==> src/rtl/difference_map_engine_pkg.sv <==
// Shared types and helpers for the differenceMap_a executor: descriptor layout,
// engine states and the accept-time condition / range evaluation.
package difference_map_engine_pkg;

  localparam int ADDR_W     = 8;
  localparam int DATA_W     = 32;
  localparam int NUM_FLAGS  = 8;
  localparam int SEL_W      = 4;
  localparam int FLAG_IDX_W = $clog2(NUM_FLAGS);

  localparam logic [SEL_W-1:0] COND_ALWAYS = '1;
  localparam logic [ADDR_W:0]  STORE_DEPTH = {1'b1, {ADDR_W{1'b0}}};

  typedef enum logic [1:0] {
    DE_IDLE  = 2'd0,
    DE_RUN   = 2'd1,
    DE_DRAIN = 2'd2,
    DE_DONE  = 2'd3
  } de_state_e;

  // Field order matches differenceMap_a so the decoder can drive it directly.
  typedef struct packed {
    logic [ADDR_W-1:0] origin;
    logic [ADDR_W-1:0] modifier;
    logic [ADDR_W:0]   length;
    logic [SEL_W-1:0]  cond_sel;
  } de_cmd_t;

  // Selects outside the flag range (other than COND_ALWAYS) read as false.
  function automatic logic cond_true(input logic [SEL_W-1:0] sel,
                                     input logic [NUM_FLAGS-1:0] flag_vec);
    if (sel == COND_ALWAYS) return 1'b1;
    if (sel < SEL_W'(NUM_FLAGS)) return flag_vec[sel[FLAG_IDX_W-1:0]];
    return 1'b0;
  endfunction

  function automatic logic range_error(input logic [ADDR_W-1:0] origin,
                                       input logic [ADDR_W-1:0] modifier,
                                       input logic [ADDR_W:0]   length);
    return (({1'b0, origin} + length) > STORE_DEPTH) ||
           (({1'b0, modifier} + length) > STORE_DEPTH);
  endfunction

endpackage

==> src/rtl/de_addr_gen.sv <==
// Element walker: latches the descriptor on load, then steps both addresses one
// element per cycle in the chosen direction and flags the final element.
module de_addr_gen
  import difference_map_engine_pkg::*;
(
  input  logic              clk,
  input  logic              rst_n,
  input  logic              load,
  input  logic              step,
  input  de_cmd_t           cmd,
  output logic [ADDR_W-1:0] a_addr,
  output logic [ADDR_W-1:0] b_addr,
  output logic              last
);

  logic [ADDR_W-1:0] a_q, b_q;
  logic [ADDR_W:0]   remain_q;
  logic              desc_q;
  logic              desc_d;
  logic [ADDR_W-1:0] a_start, b_start;

  // Walking away from the write side keeps every later read ahead of the writes.
  assign desc_d  = cmd.modifier < cmd.origin;
  assign a_start = desc_d ? cmd.origin + cmd.length[ADDR_W-1:0] - ADDR_W'(1) : cmd.origin;
  assign b_start = desc_d ? cmd.modifier + cmd.length[ADDR_W-1:0] - ADDR_W'(1) : cmd.modifier;

  always_ff @(posedge clk or negedge rst_n) begin
    if (!rst_n) begin
      a_q      <= '0;
      b_q      <= '0;
      remain_q <= '0;
      desc_q   <= 1'b0;
    end else if (load) begin
      a_q      <= a_start;
      b_q      <= b_start;
      remain_q <= cmd.length;
      desc_q   <= desc_d;
    end else if (step) begin
      a_q      <= desc_q ? a_q - ADDR_W'(1) : a_q + ADDR_W'(1);
      b_q      <= desc_q ? b_q - ADDR_W'(1) : b_q + ADDR_W'(1);
      remain_q <= remain_q - (ADDR_W+1)'(1);
    end
  end

  assign a_addr = a_q;
  assign b_addr = b_q;
  assign last   = (remain_q == (ADDR_W+1)'(1));

endmodule

==> src/rtl/difference_map_engine.sv <==
// Executes one differenceMap_a descriptor against a 2R1W word store, one element
// per cycle: mem[origin+i] -= mem[modifier+i], with snapshot read semantics.
module difference_map_engine
  import difference_map_engine_pkg::*;
(
  input  logic                 clk,
  input  logic                 rst_n,
  input  logic                 cmd_valid,
  output logic                 cmd_ready,
  input  logic [ADDR_W-1:0]    cmd_origin,
  input  logic [ADDR_W-1:0]    cmd_modifier,
  input  logic [ADDR_W:0]      cmd_length,
  input  logic [SEL_W-1:0]     cmd_cond_sel,
  input  logic [NUM_FLAGS-1:0] flags,
  output logic                 rd_a_en,
  output logic [ADDR_W-1:0]    rd_a_addr,
  input  logic [DATA_W-1:0]    rd_a_data,
  output logic                 rd_b_en,
  output logic [ADDR_W-1:0]    rd_b_addr,
  input  logic [DATA_W-1:0]    rd_b_data,
  output logic                 wr_en,
  output logic [ADDR_W-1:0]    wr_addr,
  output logic [DATA_W-1:0]    wr_data,
  output logic                 busy,
  output logic                 done,
  output logic                 done_skipped,
  output logic                 done_error,
  output logic [1:0]           dbg_state
);

  // Handshake: a descriptor transfers on a rising edge where cmd_valid && cmd_ready;
  // cmd_ready is high only in IDLE, and cmd_* / flags are ignored at all other times.

  de_state_e         state_q, state_d;
  de_cmd_t           cmd;
  logic              accept, step, last;
  logic              cond_ok, range_err, short_path;
  logic [ADDR_W-1:0] a_addr, b_addr;
  logic              skip_q, err_q, wr_pend_q;
  logic [ADDR_W-1:0] wr_addr_q;

  assign cmd        = {cmd_origin, cmd_modifier, cmd_length, cmd_cond_sel};
  assign cond_ok    = cond_true(cmd_cond_sel, flags);
  assign range_err  = range_error(cmd_origin, cmd_modifier, cmd_length);
  assign short_path = range_err || !cond_ok || (cmd_length == '0);

  de_addr_gen u_addr_gen (
    .clk    (clk),
    .rst_n  (rst_n),
    .load   (accept),
    .step   (step),
    .cmd    (cmd),
    .a_addr (a_addr),
    .b_addr (b_addr),
    .last   (last)
  );

  always_ff @(posedge clk or negedge rst_n) begin
    if (!rst_n) begin
      state_q   <= DE_IDLE;
      skip_q    <= 1'b0;
      err_q     <= 1'b0;
      wr_pend_q <= 1'b0;
      wr_addr_q <= '0;
    end else begin
      state_q   <= state_d;
      wr_pend_q <= rd_a_en;
      wr_addr_q <= rd_a_addr;
      if (accept) begin
        err_q  <= range_err;
        skip_q <= !range_err && !cond_ok;
      end
    end
  end

  always_comb begin
    state_d   = state_q;
    cmd_ready = 1'b0;
    accept    = 1'b0;
    step      = 1'b0;
    case (state_q)
      DE_IDLE: begin
        cmd_ready = 1'b1;
        if (cmd_valid) begin
          accept  = 1'b1;
          state_d = short_path ? DE_DONE : DE_RUN;
        end
      end
      DE_RUN: begin
        step = 1'b1;
        if (last) state_d = DE_DRAIN;
      end
      DE_DRAIN: state_d = DE_DONE;
      DE_DONE:  state_d = DE_IDLE;
      default:  state_d = DE_IDLE;
    endcase
  end

  assign rd_a_en   = (state_q == DE_RUN);
  assign rd_b_en   = rd_a_en;
  assign rd_a_addr = rd_a_en ? a_addr : '0;
  assign rd_b_addr = rd_b_en ? b_addr : '0;

  // Store data lands one cycle after the read, so the write trails by one element.
  assign wr_en   = wr_pend_q;
  assign wr_addr = wr_addr_q;
  assign wr_data = wr_pend_q ? rd_a_data - rd_b_data : '0;

  assign busy         = (state_q != DE_IDLE);
  assign done         = (state_q == DE_DONE);
  assign done_skipped = done && skip_q;
  assign done_error   = done && err_q;
  assign dbg_state    = state_q;

endmodule

==> config.mk <==
export PLATFORM = sky130hd
export DESIGN_NAME = difference_map_engine
export DESIGN_NICKNAME = d
export VERILOG_FILES = /design/src/rtl/difference_map_engine_pkg.sv /design/src/rtl/de_addr_gen.sv /design/src/rtl/difference_map_engine.sv
export SDC_FILE = /design/constraint.sdc
export NUM_CORES = 1
export LEC_CHECK = 0
export CAP_MARGIN = 20
export CORE_MARGIN = 4
export CORE_UTILIZATION = 50
export CTS_CLUSTER_SIZE = 30
export DETAILED_ROUTE_END_ITERATION = 10
export PLACE_DENSITY = 0.9
export SYNTH_ARGS = -nofsm -noshare
export SYNTH_HDL_FRONTEND = slang
export SYNTH_HIERARCHICAL = 1
export SYNTH_SLANG_ARGS = --single-unit
export TNS_END_PERCENT = 1
==> constraint.sdc <==
create_clock -name clk -period 11.7 [get_ports clk]
set_clock_uncertainty 0.1 [all_clocks]
set_input_delay 2.34 -clock clk [delete_from_list [all_inputs] [get_ports clk]]
set_output_delay 2.34 -clock clk [all_outputs]
set_load 0.01 [all_outputs]
==> impl_metrics.yaml, run 1 <==
route:
  via_per_inst: 5.75
  routedWlPerCell_um: 16.0
  drc: 0
  drt_pre_antenna_iters: 5
  drt_iter0_drc: 559
  wl_um: 17500
  vias: 6274
  ant_nets: 0
floorplanning:
  rows: 39
  die-area_um2: 14000
  start_util_pct: 52.0
  core_um2: 11700
  die_h_um: 118
  die_w_um: 118
  io_pins: 170
synthesis:
  synth_fp_nets: 995
  yosys.area.top_type: "ha_1"
  synth_ff_type: "dfrtp_1"
  yosys.cell_types.count: 64
  syn_inst: 786
  synthTopCellsByArea: "ha_1, dfrtp_1, inv_1, xnor2_1, a21oi_1"
  synth_top_area_share_pct: 20.2
  ys_warn_count: 6
  synth-async-reset-ratio_pct: 100
  ys_ff_latch: 39
  synth-edff-count: 0
  avgSynthCellArea_um2: 7.72
  synth_area_um2: 6060
  synth_seq_area_share_pct: 16.1
cells_and_area:
  final_common_cell: "clkdlybuf4s50_1"
  seq_area_um2: 976
  num-fill-cells: 949
  multi_input_comb_area_um2: 4580
  final_util_pct: 68.6
  drive_gt1_share_pct: 3.06
  fin_nets: 1156
  final-instance-count-excl-fill: 1091
  diodes: 0
  syn2layout_area_growth_pct: 31.9
  final_cell_mix: "clkdlybuf4s50_1, inv_1, ha_1"
sta:
  fmax_mhz: 119
  worst_slew_pin_slew_ns: 1.06
  finalSetupViolations: 0
  hold_viol: 0
  period_share_pct: 71.9
  maxSlewHeadroom_pct: 29.4
  slew_violations: 0
  layout_min_cycle_time_ns: 8.41
  rsz0062_at_grt: "false"
  fin_setup_tns_ns: 0
setup_path:
  worst_setup_path_start_kind: "input port"
  cp_num_cells: 14
  required_ns: 9.26
  cp_data_arrival_time_ns: 5.97
  critPathKind: "in -> out"
  cp_top_family: "compound AO/OA/AOI/OAI gates"
  path_cells: "clkdlybuf4s50_1 -> ha_1 -> inv_1 -> fa_1 -> a21oi_2 -> nor2b_1 -> a311o_1 -> o21ai_2 -> a21oi_2 -> o21ai_2 -> o22ai_2 -> or4_1 -> nand3_1 -> clkdlybuf4s50_1"
  max_stage_delay_ns: 0.54
  path_max_fanout: 4
  critPathCaptureType: "primary output"
  cp_slowest_cell: "clkdlybuf4s50_1"
  rr_worst_depth: 7
  critPathBufInv: 3
clock_tree:
  clk_pin_slew_ns: 0.05
  insertion_delay_ns: 0.28
  cts_root_buf: "clkbuf_16"
  holdBufCountCts: 0
  cts_setup_buffers: 0
  cts.htree.levels: 2
  clockBufferDepth: 2
  cts_resized: 0
  cts-buffers-inserted: 5
  cts_sinks: 39
  cts_tree: "yes"
run:
  maxCapViolations: 0
power_and_ir_drop:
  max-vdd-ir-drop_uv: 78.9
  power_leakage_nw: 3.70
  finalPower_mw: 1.33
  power.density_nw_per_um2: 166
global_route:
  grtUsageTotal_pct: 24.3
  gr-total-overflow: 0
  grt_pass1_vias: 6112
  antenna_found_initial: 0
  grt_max_degree: 43
  grt_pass1_wl_um: 28800
hold_path:
  hold_depth: 1
  holdCritPathClass: "reg -> reg"
placement:
  dp_cells: 1083
  dp_hpwl_um: 14400
  place.gp.congestion: 0.935
  port_buffers: 169
status:
  status: "complete, no violations"
-- stage by stage --
stage               worst slack [ns]  instance area, um2  hold slack (ns)
floorplan                       4.53                6060            0.342
global placement                3.38                7860            0.362
detailed placement              3.32                7860            0.380
CTS                             3.32                8000            0.392
global route                    3.13                8000            0.403
finish                          3.29                8000            0.391
-- flip-flops by register name (all words and copies together) (netlist names) --
| name | count |
|---|---|
| u_addr_gen/desc_q | 1 |
| err_q | 1 |
| u_addr_gen/b_addr | 8 |
| wr_en | 1 |
| wr_addr | 8 |
| dbg_state | 2 |
| u_addr_gen/a_addr | 8 |
| u_addr_gen/remain_q | 9 |
| skip_q | 1 |
-- area by class of cell --
cell class,instances,share of cell area (%)
Clock buffer,7,1.66
Multi-Input combinational cell,617,57.3
Timing Repair Buffer,171,21.3
Tap cell,143,2.24
Inverter,113,5.30
Sequential cell,39,12.2
Clock inverter,1,0.0626
-- cells in the mapped netlist (8+ instances only) --
| master | number |
|---|---|
| a211oi_1 | 9 |
| a21o_1 | 18 |
| a21oi_1 | 61 |
| and2_1 | 21 |
| clkbuf_1 | 13 |
| dfrtp_1 | 39 |
| ha_1 | 98 |
| inv_1 | 112 |
| mux2i_1 | 17 |
| nand2_1 | 53 |
| nand3_1 | 11 |
| nor2_1 | 64 |
| nor2b_1 | 19 |
| nor3_1 | 14 |
| o211ai_1 | 8 |
| o21ai_0 | 32 |
| o21ai_1 | 13 |
| xnor2_1 | 39 |
| xor2_1 | 25 |
-- report_power, final --
| part | switching [mW] | total [mW] | internal [mW] |
|---|---|---|---|
| Sequential | 0.0653 | 0.267 | 0.201 |
| Clock | 0.0502 | 0.129 | 0.0787 |
| Combinational | 0.481 | 0.934 | 0.453 |
| Total | 0.597 | 1.33 | 0.733 |
-- worst paths after layout --
check | to | slack (ns) | from
setup / recovery | wr_data[28] | 3.29 | rd_b_data[0]
hold / removal | err_q | 0.39 | err_q
setup reg to reg | u_addr_gen/b_addr[7] | 9.04 | dbg_state[0]
hold reg to reg | err_q | 0.39 | err_q
max in group asynchronous | u_addr_gen/b_addr[6] | 8.89 | rst_n
min in group asynchronous | wr_addr[1] | 2.06 | rst_n
-- metal layers --
| metal | GRT usage (%) | vias up | share of wire, % |
|---|---|---|---|
| li1 | - | 3050 | - |
| met1 | 30.2 | 2906 | 42 |
| met2 | 43.1 | 280 | 48 |
| met3 | 3.77 | 38 | 7.3 |
| met4 | 7.91 | 0 | 2.6 |
| met5 | 0 | - | 0 |
-- logic make-up after synthesis --
kind of cell | share of synthesized area, %
and+or+nand+nor | 18.4
AOI/OAI and AO/OA | 21.8
buffers and inverters | 8.38
adders and majority gates | 22.5
xor gates and xnor gates | 9.24
DFF | 16.1
muxes | 3.55
Note: power is estimated with default switching activity, not from simulation.
==> run 2: changes to the inputs <==
Clock period 11.7 ns to 8.7 ns, I/O delays scaled along.
==> run 2 against run 1 <==
  * Sequential share of layout area is the same
  * Cell count is the same
  * Sequential power grew 34%
  * Largest power group unchanged
==> impl_metrics.yaml, run 2 (synthesis results as in run 1) <==
global_route:
  grt_pass1_vias: 6215
  gr-total-overflow: 0
  antenna_found_initial: 0
  grt_max_degree: 43
  grtUsageTotal_pct: 24.4
  grt_pass1_wl_um: 28800
setup_path:
  cp_top_family: "compound AO/OA/AOI/OAI gates"
  rrSetupSlack_ns: 6.04
  cp_data_arrival_time_ns: 5.41
  path_cells: "clkdlybuf4s50_1 -> ha_1 -> inv_1 -> fa_1 -> a21oi_2 -> nor2b_1 -> a311o_1 -> o21ai_2 -> a21oi_2 -> o21ai_2 -> o22ai_2 -> or4_1 -> nand3_1 -> clkdlybuf4s50_1"
  critPathBufInv: 3
  critPathKind: "in -> out"
  rr_worst_depth: 7
  path_max_fanout: 4
  cp_slowest_cell: "clkdlybuf4s50_1"
  reg2reg_from: "dbg_state[0]"
  required_ns: 6.86
  worstReg2RegEnd: "u_addr_gen/a_addr[7]"
  worst_setup_path_start_kind: "input port"
  max_stage_delay_ns: 0.54
  critPathCaptureType: "primary output"
cells_and_area:
  drive_gt1_share_pct: 3.06
  final_cell_mix: "clkdlybuf4s50_1, inv_1, ha_1"
  final_common_cell: "clkdlybuf4s50_1"
  multi_input_comb_area_um2: 4580
  largest_reg_flops: 9
  diodes: 0
  seq_area_um2: 976
  num-fill-cells: 930
  syn2layout_area_growth_pct: 31.9
  regMostFlops: "u_addr_gen/remain_q"
  fin_nets: 1156
  postLayoutCellArea_um2: 8000
placement:
  placed_cell_area_um2: 7860
  pre_cts_ws_ns: 1.50
  place.gp.congestion: 0.926
  port_buffers: 169
  dp_hpwl_um: 14600
sta:
  layout_min_cycle_time_ns: 7.25
  hold_ws_ns: 0.406
  period_share_pct: 83.3
  fin_setup_tns_ns: 0
  hold_viol: 0
  fin_ws_ns: 1.45
  fmax_mhz: 138
  maxSlewHeadroom_pct: 27.3
  rsz0062_at_grt: "false"
  worst_slew_pin_slew_ns: 1.09
  finalSetupViolations: 0
  slew_violations: 0
clock_tree:
  clockBufferDepth: 2
  cts_resized: 0
  clk_pin_slew_ns: 0.05
  cts_tree: "yes"
  cts_setup_buffers: 0
  insertion_delay_ns: 0.28
  cts.htree.levels: 2
  cts-buffers-inserted: 5
  cts_sinks: 39
  holdBufCountCts: 0
  cts_root_buf: "clkbuf_16"
floorplanning:
  die_w_um: 118
  core_um2: 11700
  die-area_um2: 14000
  die_h_um: 118
  io_pins: 170
  rows: 39
  start_util_pct: 52.0
hold_path:
  min_to: "err_q"
  hold_path_startpoint: "err_q"
  holdCritPathClass: "reg -> reg"
  hold_depth: 1
power_and_ir_drop:
  max-vdd-ir-drop_uv: 113
  combPwrFrac_pct: 70.3
  switchingPower_uw: 799
  finalPower_mw: 1.78
  seqPwrFrac_pct: 20.0
  power_leakage_nw: 3.70
  power.density_nw_per_um2: 223
  swShare_pct: 44.8
  power.share.clock_pct: 9.7
  p_int_uw: 984
route:
  vias: 6207
  drt_iter0_drc: 474
  drc: 0
  drt_pre_antenna_iters: 7
  routedWlPerCell_um: 16.1
  wl_um: 17500
  via_per_inst: 5.69
  ant_nets: 0
run:
  maxCapViolations: 0
status:
  status: "complete, no violations"
-- run 2: how the worst max path moves through the flow --
stage                 startpoint     endpoint  slack [ns]  cells after the start
floorplan           rd_a_data[0]  wr_data[28]        2.73                     13
global placement    rd_b_data[0]  wr_data[28]        1.58                     14
detailed placement  rd_b_data[0]  wr_data[28]        1.50                     14
CTS                 rd_b_data[0]  wr_data[28]        1.48                     14
global route        rd_b_data[0]  wr_data[28]        1.27                     14
finish              rd_b_data[0]  wr_data[28]        1.45                     14
-- run 2: power groups by stage --
stage,registers [mW],logic [mW],clock network (mW)
floorplan,0.339,0.822,0
global placement,0.355,1.20,0
detailed placement,0.360,1.24,0
CTS,0.357,1.25,0.175
global route,0.371,1.39,0.183
finish,0.357,1.25,0.173
-- run 2: area by class of cell --
class                           count  share of cell area [%]
Timing Repair Buffer              171                    21.3
Tap cell                          143                    2.24
Multi-Input combinational cell    617                    57.3
Inverter                          113                    5.30
Clock buffer                        7                    1.66
Clock inverter                      1                  0.0626
Sequential cell                    39                    12.2
-- run 2: metal layers --
layer	GRT usage, %	up-vias	routed length, um
li1	-	3054	-
met1	29.4	2868	7470
met2	44.1	239	8390
met3	3.96	46	1160
met4	8.13	0	515
met5	0	-	0
-- run 2: worst register-to-register path, delay by kind of cell (launching register included) --
kind                     cells  cell delay [ns]
buffers and inverters        3             1.07
adder cells (fa/ha/maj)      1             0.25
AND/OR/NAND/NOR              2             0.64
AO/OA/AOI/OAI                1             0.10
flip-flops                   1             0.42
-- run 2: metrics by stage --
stage,instances,utilization (%)
finish,1091,68.6
global route,1091,68.6
CTS,1091,68.6
detailed placement,1083,67.4
global placement,1083,67.4
floorplan,786,-
